$ cat src/rtl/four_digit_decimal_timer_pkg.sv
// Shared definitions for the four-digit decimal timer: FSM encoding,
// BCD limits and display-format constants.
package four_digit_decimal_timer_pkg;

  typedef enum logic {
    STOPPED = 1'b0,
    RUN     = 1'b1
  } state_t;

  localparam logic [3:0] BCD_MAX    = 4'd9;
  localparam int         DP_DIGIT   = 2;
  localparam int         NUM_DIGITS = 4;

  // Builds a display digit {DP, BCD}; the decimal point lights only on the
  // digit that separates seconds from hundredths (SS.hh).
  function automatic logic [4:0] pack_digit(input logic [3:0] bcd, input int idx);
    logic dp;
    dp = (idx == DP_DIGIT);
    return {dp, bcd};
  endfunction

endpackage

$ cat src/rtl/four_digit_decimal_timer_decade_counter.sv
// One BCD decade (0..9) with synchronous clear and increment-enable.
// CARRY is combinational so a tick ripples through all decades on one edge.
module decade_counter
  import four_digit_decimal_timer_pkg::*;
(
  input  logic       CLK,
  input  logic       RESET,
  input  logic       CLR,
  input  logic       INC,
  output logic [3:0] Q,
  output logic       CARRY
);

  assign CARRY = INC & (Q == BCD_MAX);

  // Digit register: clear beats increment, 9 rolls over to 0.
  always_ff @(posedge CLK or posedge RESET) begin
    if (RESET) begin
      Q <= 4'd0;
    end else if (CLR) begin
      Q <= 4'd0;
    end else if (INC) begin
      Q <= (Q == BCD_MAX) ? 4'd0 : Q + 4'd1;
    end
  end

endmodule

$ cat src/rtl/four_digit_decimal_timer.sv
// Four-digit BCD stopwatch (SS.hh) with run/pause/clear control, a
// prescaler dividing CLK down to the count rate, and a rollover/saturation
// pulse. WRAP_EN selects wrapping at 9999 or saturating and stopping there.
module four_digit_decimal_timer
  import four_digit_decimal_timer_pkg::*;
#(
  parameter int TICK_DIV = 1000000,
  parameter int WRAP_EN  = 1
) (
  input  logic       CLK,
  input  logic       RESET,
  input  logic       START,
  input  logic       STOP,
  input  logic       CLEAR,
  output logic [4:0] DIGIT0,
  output logic [4:0] DIGIT1,
  output logic [4:0] DIGIT2,
  output logic [4:0] DIGIT3,
  output logic       RUNNING,
  output logic       WRAP
);

  localparam int            PW         = (TICK_DIV > 1) ? $clog2(TICK_DIV) : 1;
  localparam logic [PW-1:0] PRESC_LAST = PW'(TICK_DIV - 1);
  localparam logic [PW-1:0] PRESC_ONE  = PW'(1);
  localparam bit            SAT_MODE   = (WRAP_EN == 0);

  state_t        state;
  state_t        state_nxt;
  logic [PW-1:0] presc;
  logic          tick;
  logic          all_nines;
  logic          saturated;
  logic          sat_event;
  logic          rollover;
  logic          wrap_nxt;

  logic          inc0, inc1, inc2, inc3;
  logic          carry0, carry1, carry2;
  logic [3:0]    q0, q1, q2, q3;

  assign tick      = (state == RUN) && (presc == PRESC_LAST);
  assign all_nines = (q0 == BCD_MAX) && (q1 == BCD_MAX) &&
                     (q2 == BCD_MAX) && (q3 == BCD_MAX);
  // Saturation only exists in non-wrapping mode; it blocks both counting and
  // restarting until the count is cleared.
  assign saturated = SAT_MODE && all_nines;
  assign sat_event = tick && saturated;

  // Gate the tick at saturation so 9999 holds instead of rolling over.
  assign inc0 = tick & ~saturated;
  assign inc1 = carry0;
  assign inc2 = carry1;
  assign inc3 = carry2;

  decade_counter u_digit0 (
    .CLK   (CLK),
    .RESET (RESET),
    .CLR   (CLEAR),
    .INC   (inc0),
    .Q     (q0),
    .CARRY (carry0)
  );

  decade_counter u_digit1 (
    .CLK   (CLK),
    .RESET (RESET),
    .CLR   (CLEAR),
    .INC   (inc1),
    .Q     (q1),
    .CARRY (carry1)
  );

  decade_counter u_digit2 (
    .CLK   (CLK),
    .RESET (RESET),
    .CLR   (CLEAR),
    .INC   (inc2),
    .Q     (q2),
    .CARRY (carry2)
  );

  decade_counter u_digit3 (
    .CLK   (CLK),
    .RESET (RESET),
    .CLR   (CLEAR),
    .INC   (inc3),
    .Q     (q3),
    .CARRY (rollover)
  );

  // Prescaler: advances only while running, holds the partial tick on pause.
  always_ff @(posedge CLK or posedge RESET) begin
    if (RESET) begin
      presc <= '0;
    end else if (CLEAR) begin
      presc <= '0;
    end else if (state == RUN) begin
      presc <= tick ? '0 : presc + PRESC_ONE;
    end
  end

  // FSM state register.
  always_ff @(posedge CLK or posedge RESET) begin
    if (RESET) begin
      state <= STOPPED;
    end else begin
      state <= state_nxt;
    end
  end

  // Next state: CLEAR > STOP > START; saturation forces a stop.
  always_comb begin
    state_nxt = state;
    case (state)
      STOPPED: begin
        if (START && !STOP && !CLEAR && !saturated) begin
          state_nxt = RUN;
        end
      end
      RUN: begin
        if (CLEAR || STOP || sat_event) begin
          state_nxt = STOPPED;
        end
      end
      default: state_nxt = STOPPED;
    endcase
  end

  // A clear on the same edge as the top-of-range tick suppresses the pulse.
  assign wrap_nxt = (rollover | sat_event) & ~CLEAR;

  // One-cycle WRAP pulse register.
  always_ff @(posedge CLK or posedge RESET) begin
    if (RESET) begin
      WRAP <= 1'b0;
    end else begin
      WRAP <= wrap_nxt;
    end
  end

  assign RUNNING = (state == RUN);

  assign DIGIT0 = pack_digit(q0, 0);
  assign DIGIT1 = pack_digit(q1, 1);
  assign DIGIT2 = pack_digit(q2, 2);
  assign DIGIT3 = pack_digit(q3, 3);

endmodule
$ cat config.mk
export PLATFORM = sky130hd
export DESIGN_NAME = four_digit_decimal_timer
export DESIGN_NICKNAME = d
export VERILOG_FILES = /design/src/rtl/four_digit_decimal_timer_pkg.sv /design/src/rtl/four_digit_decimal_timer_decade_counter.sv /design/src/rtl/four_digit_decimal_timer.sv
export SDC_FILE = /design/constraint.sdc
export NUM_CORES = 1
export LEC_CHECK = 0
export BUFFER_PORTS_ARGS = -buffer_cell sky130_fd_sc_hd__buf_2
export CORE_UTILIZATION = 62
export CTS_CLUSTER_SIZE = 8
export DETAILED_ROUTE_END_ITERATION = 8
export PLACE_DENSITY = 0.8
export SYNTH_ARGS = -nofsm -noshare
export SYNTH_HDL_FRONTEND = slang
export SYNTH_SLANG_ARGS = --single-unit
$ cat constraint.sdc
create_clock -name CLK -period 6 [get_ports CLK]
set_clock_uncertainty 0.1 [all_clocks]
set_input_delay 0 -clock CLK [delete_from_list [all_inputs] [get_ports CLK]]
set_output_delay 0 -clock CLK [all_outputs]
set_load 0.1 [all_outputs]
Word-level counts from Yosys, hierarchy flattened
Cells that the tools add are included.
- input port bits: 5
- logic and storage cells: 53
- bits in registers: 38
- bitwise logic cells: 7
- equal/unequal tests: 5
- mux-type cells: 18
- reduce and logical (&&, ||, !) cells: 11
- add/subtract/negate cells: 5
- operators with widths (kind ; number):
    $mux W20 ; 3
    $mux W4 ; 12
    $add A20 B1 Y20 const B ; 1
    $eq A20 B20 Y1 const B ; 1
    $add A4 B1 Y4 const B ; 4
    $eq A4 B4 Y1 const B ; 4
    $reduce_bool A2 Y1 ; 5
    $and A1 B1 Y1 ; 5
    $logic_and A1 B1 Y1 ; 3
    $logic_not A1 Y1 ; 2
    $mux W1 ; 2
    $not A1 Y1 ; 2
    $pmux W1 S2 ; 1
    $logic_or A1 B1 Y1 ; 1

Longest topological paths before layout
- word-level depth: 7
- mapped depth: 7
- mapped depth without buffers: 6

Modules after synthesis
From an unflattened synthesis, not the netlist that was laid out.
- cells, all modules: 228
- area, all modules: 2164.6 sq um
- by module, submodules not included (module ; area each (sq um) ; times used ; cells an instance ; seq. area each (sq um)):
    four_digit_decimal_timer ; 1188.6 ; 1 ; 120 ; 550.5
    decade_counter ; 244.0 ; 4 ; 27 ; 100.1

Least setup slack after synthesis
No wires, ideal clock.
- path kind: register to register
- start point: reg state (netlist: RUNNING)
- end point: reg presc[10]
- path slack: 3194 ps
- path buffers: 2
- stages on the path, launching flop included: 7
- library setup time: 121 ps
- arrival time: 2584 ps
- cell sequence: dfrtp_1 -> or3b_1 -> or4_1 -> clkbuf_1 -> o21ai_2 -> buf_2 -> nor2_1
- cells in the longest elaborated chain, start to end: 4
- RTL lines (element ; RTL line ; RTL):
    start, declared ; four_digit_decimal_timer.sv:28 ; state_t state;
    start signal, assigned ; four_digit_decimal_timer.sv:108 ; state <= state_nxt;
    $logic_and A1 B1 Y1 ; four_digit_decimal_timer.sv:42 ; assign tick = (state == RUN) && (presc == PRESC_LAST);
    $mux W20 ; four_digit_decimal_timer.sv:99 ; presc <= tick ? '0 : presc + PRESC_ONE;
    $mux W20 ; four_digit_decimal_timer.sv:98 ; end else if (state == RUN) begin
    $mux W20 ; four_digit_decimal_timer.sv:96 ; end else if (CLEAR) begin
    end signal, assigned ; four_digit_decimal_timer.sv:99 ;
    end, declared ; four_digit_decimal_timer.sv:30 ; logic [PW-1:0] presc;
Parallel ways exist; a longest one is shown, timed or not. The select of a mux whose other input is x is not followed.
A chain may end at the register's enable or synchronous reset.

Final worst setup path
- start point: reg state (netlist: RUNNING)
- end point: reg presc[16]
Same word-level chain as after synthesis.

==> results_dict.tcl <==
set metrics [dict create \
    fp.dieW_um 61.9 \
    clkTransAtPathRegs_ns 0.13 \
    finalCriticalPeriod_ns 2.84 \
    finalCritPeriodShare 0.473 \
    fin_setup_tns_ns 0 \
    yosysMostFrequentCell "dfrtp_1" \
    critPathMaxFanout 29 \
    track_usage 0.270 \
    cts_tree "built" \
    ys.flop_type "dfrtp_1" \
    synthArstFlopShare 1.00 \
    antenna_cells 0 \
    synthTopCellsByArea "dfrtp_1 43%, ha_1 5.1%, a21oi_1 4.7%, or4_1 4.4%, or3_1 3.1%" \
    reg2regPathDepth 4 \
    regArea_sq_um 951 \
    cts_sinks 38 \
    rows 21 \
    min_path_cells 2 \
    r2r-start "RUNNING$_DFF_PP0_" \
    dr.pass1.iters 4 \
    clk_path_buf_depth 2 \
    cts_buffers 5 \
    ys_seq_area_frac 0.428 \
    postSynthAreaPerCell_sq_um 9.30 \
    grt_overflow 0 \
    ir_drop_mv 0.152 \
    vias_per_cell 6.12 \
    yosys-top-cells-count "38 x dfrtp_1, 21 x a21oi_1, 17 x nor2_1" \
    max_slew_margin 0.469 \
    timing.fmax_ghz 0.353 \
    min_path_type "in2reg" \
    cp.depth 4 \
    crit_slowest_cell "or4_1" \
    gp_congestion 0.755 \
    drcViolationCount 0 \
    hold_viol_final 0 \
    postCtsSetupBuffers 0 \
    cap_viol_max_count 0 \
    synth_edf_count 0 \
    cts_max_level 2 \
    path_cells "or3b_1 > or4_1 > o21ai_2 > o211ai_1" \
    arrival_ns 2.96 \
    ant_nets 0 \
    wl_mm 4.68 \
    die_h_um 61.9 \
    p_leak_nw 1.05 \
    synth-seq-cells 38 \
    multiInputGateArea_sq_um 1170 \
    final_layout_size_suffix_gt1_frac 0.133 \
    fin_nets 276 \
    die-area_sq_um 3830 \
    status "finished, final reports clean" \
    io_pins 27 \
    drv_slew 0 \
    antenna_found_initial 0 \
    setup_viol 0 \
    vias 1892 \
    r2r_end "presc[16]$_DFFE_PP0P_" \
    holdPathEnd "u_digit0.Q[3]$_DFFE_PP0P_" \
    reg2reg_slack_ns 3.16 \
    crit_family "simple AND/OR/NAND/NOR gates" \
    power_w 0.000466 \
    syn-cell-area_sq_um 2220 \
    drt-wirelength-per-cell_um 15.1 \
    dp.final_hpwl_mm 3.20 \
    synthDistinctLibCells 43 \
    nFillCells 279 \
    slowest_delay_ns 0.79 \
    synthCells 239 \
    worstSetupEndpointType "register" \
    cellPowerDensity_nw_per_um2 190 \
    io_buffers 22 \
    drtIter0Drc 108 \
    start_kind "register" \
    grt_pass1_wl_mm 7.49 \
    rsz0062_at_grt "no" \
    grt_max_degree 39 \
    netlist.area_leader.share 0.428 \
    worstSetupPathType "reg2reg" \
    crit_required_ns 6.12 \
    area_growth_pct 10.2 \
    cts_resized 0 \
    fp.coreArea_sq_um 3390 \
    cts_hold_buf 3 \
    synth_top_cell_by_area "dfrtp_1" \
    root_buffer "clkbuf_4" \
    worstPathBufferInverterCount 0 \
    grt_pass1_vias 1588 \
    synth_warnings 0 \
    timing_worst_slew_pin_value_ns 0.796 \
    clk_latency_ns 0.35 \
    initial_core_util 0.656 \
    hold_start "CLEAR" \
]
## kinds of logic (layout without fill, tap and decap cells)
logic type | Yosys count | in the layout | synth area share
multiplexers | 2 | 2 | 0.00900
XOR/XNOR | 11 | 11 | 0.0433
flip-flops | 38 | 38 | 0.428
other | 2 | 4 | 0.00338
adder cells (fa/ha/maj) | 9 | 9 | 0.0506
AO/OA/AOI/OAI | 54 | 54 | 0.154
AND/OR/NAND/NOR | 99 | 99 | 0.263
buffers and inverters | 24 | 46 | 0.0490
## flip-flops by register name, indices dropped and copies added (netlist names)
name	flops
RUNNING	1
presc	20
WRAP	1
u_digit1.Q	4
u_digit2.Q	4
u_digit0.Q	4
u_digit3.Q	4
## worst register-to-register path, cell delays in order (launching register included)
cell,delay (ns)
dfrtp_1,0.50
or3b_1,0.39
or4_1,0.79
o21ai_2,0.75
o211ai_1,0.18
## layout by cell type, fill, tap and decap left out, types with 4 or more instances in the layout
master    count
nor4_1        4
o31ai_1       5
conb_1        4
o21ai_0      12
buf_2        22
o41ai_1       4
clkbuf_4      5
xnor2_1       7
ha_1          9
nor2_1       17
nand2_1      14
dfrtp_1      38
and3b_1       4
or3_1        11
nand4_1       9
inv_1        12
nand3_1       9
or4_1        13
xor2_1        4
a21oi_1      21
## through the flow
stage | area (sq um) | instances | utilization | worst slack, ns | hold slack (ns)
6_report | 2450 | 309 | 0.723 | 3.16 | 0.0143
5_1_grt | 2450 | 309 | 0.723 | 2.97 | 0.00634
4_1_cts | 2450 | 309 | 0.723 | 3.15 | 0.000970
3_5_place_dp | 2340 | 298 | 0.691 | 3.14 | 0.0357
3_3_place_gp | 2340 | 298 | 0.691 | 3.22 | 0.0330
2_1_floorplan | 2230 | 241 | - | 3.19 | -0.0292
## routing by layer
layer  vias up  GRT usage  part of all wire
li1        935          -                 -
met1       908      0.373              0.49
met2        41      0.418              0.46
met3         8     0.0642             0.031
met4         0     0.0952             0.017
met5         -          0                 0
## worst max path at each step
| stage | startpoint | end | slack (ns) |
|---|---|---|---|
| 2_1_floorplan | RUNNING$_DFF_PP0_ | presc[10]$_DFFE_PP0P_ | 3.19 |
| 3_5_place_dp | RUNNING$_DFF_PP0_ | presc[16]$_DFFE_PP0P_ | 3.14 |
| 6_report | RUNNING$_DFF_PP0_ | presc[16]$_DFFE_PP0P_ | 3.16 |
| 4_1_cts | RUNNING$_DFF_PP0_ | presc[16]$_DFFE_PP0P_ | 3.15 |
| 3_3_place_gp | RUNNING$_DFF_PP0_ | presc[16]$_DFFE_PP0P_ | 3.22 |
| 5_1_grt | RUNNING$_DFF_PP0_ | presc[16]$_DFFE_PP0P_ | 2.97 |
## power by group
part	switching [W]	internal, W
Clock	0.0000906	0.0000864
Sequential	0.00000163	0.000257
Combinational	0.0000257	0.00000507
Total	0.000118	0.000348
## layout make-up
class / instances / share of cell area
inverter: 12 / 0.0184
multi-input combinational: 179 / 0.478
clock buffer: 5 / 0.0153
tap: 46 / 0.0235
sequential: 38 / 0.388
timing repair buffer: 26 / 0.0603
clock inverter: 3 / 0.0163
Power figures use the tool's default switching activity.
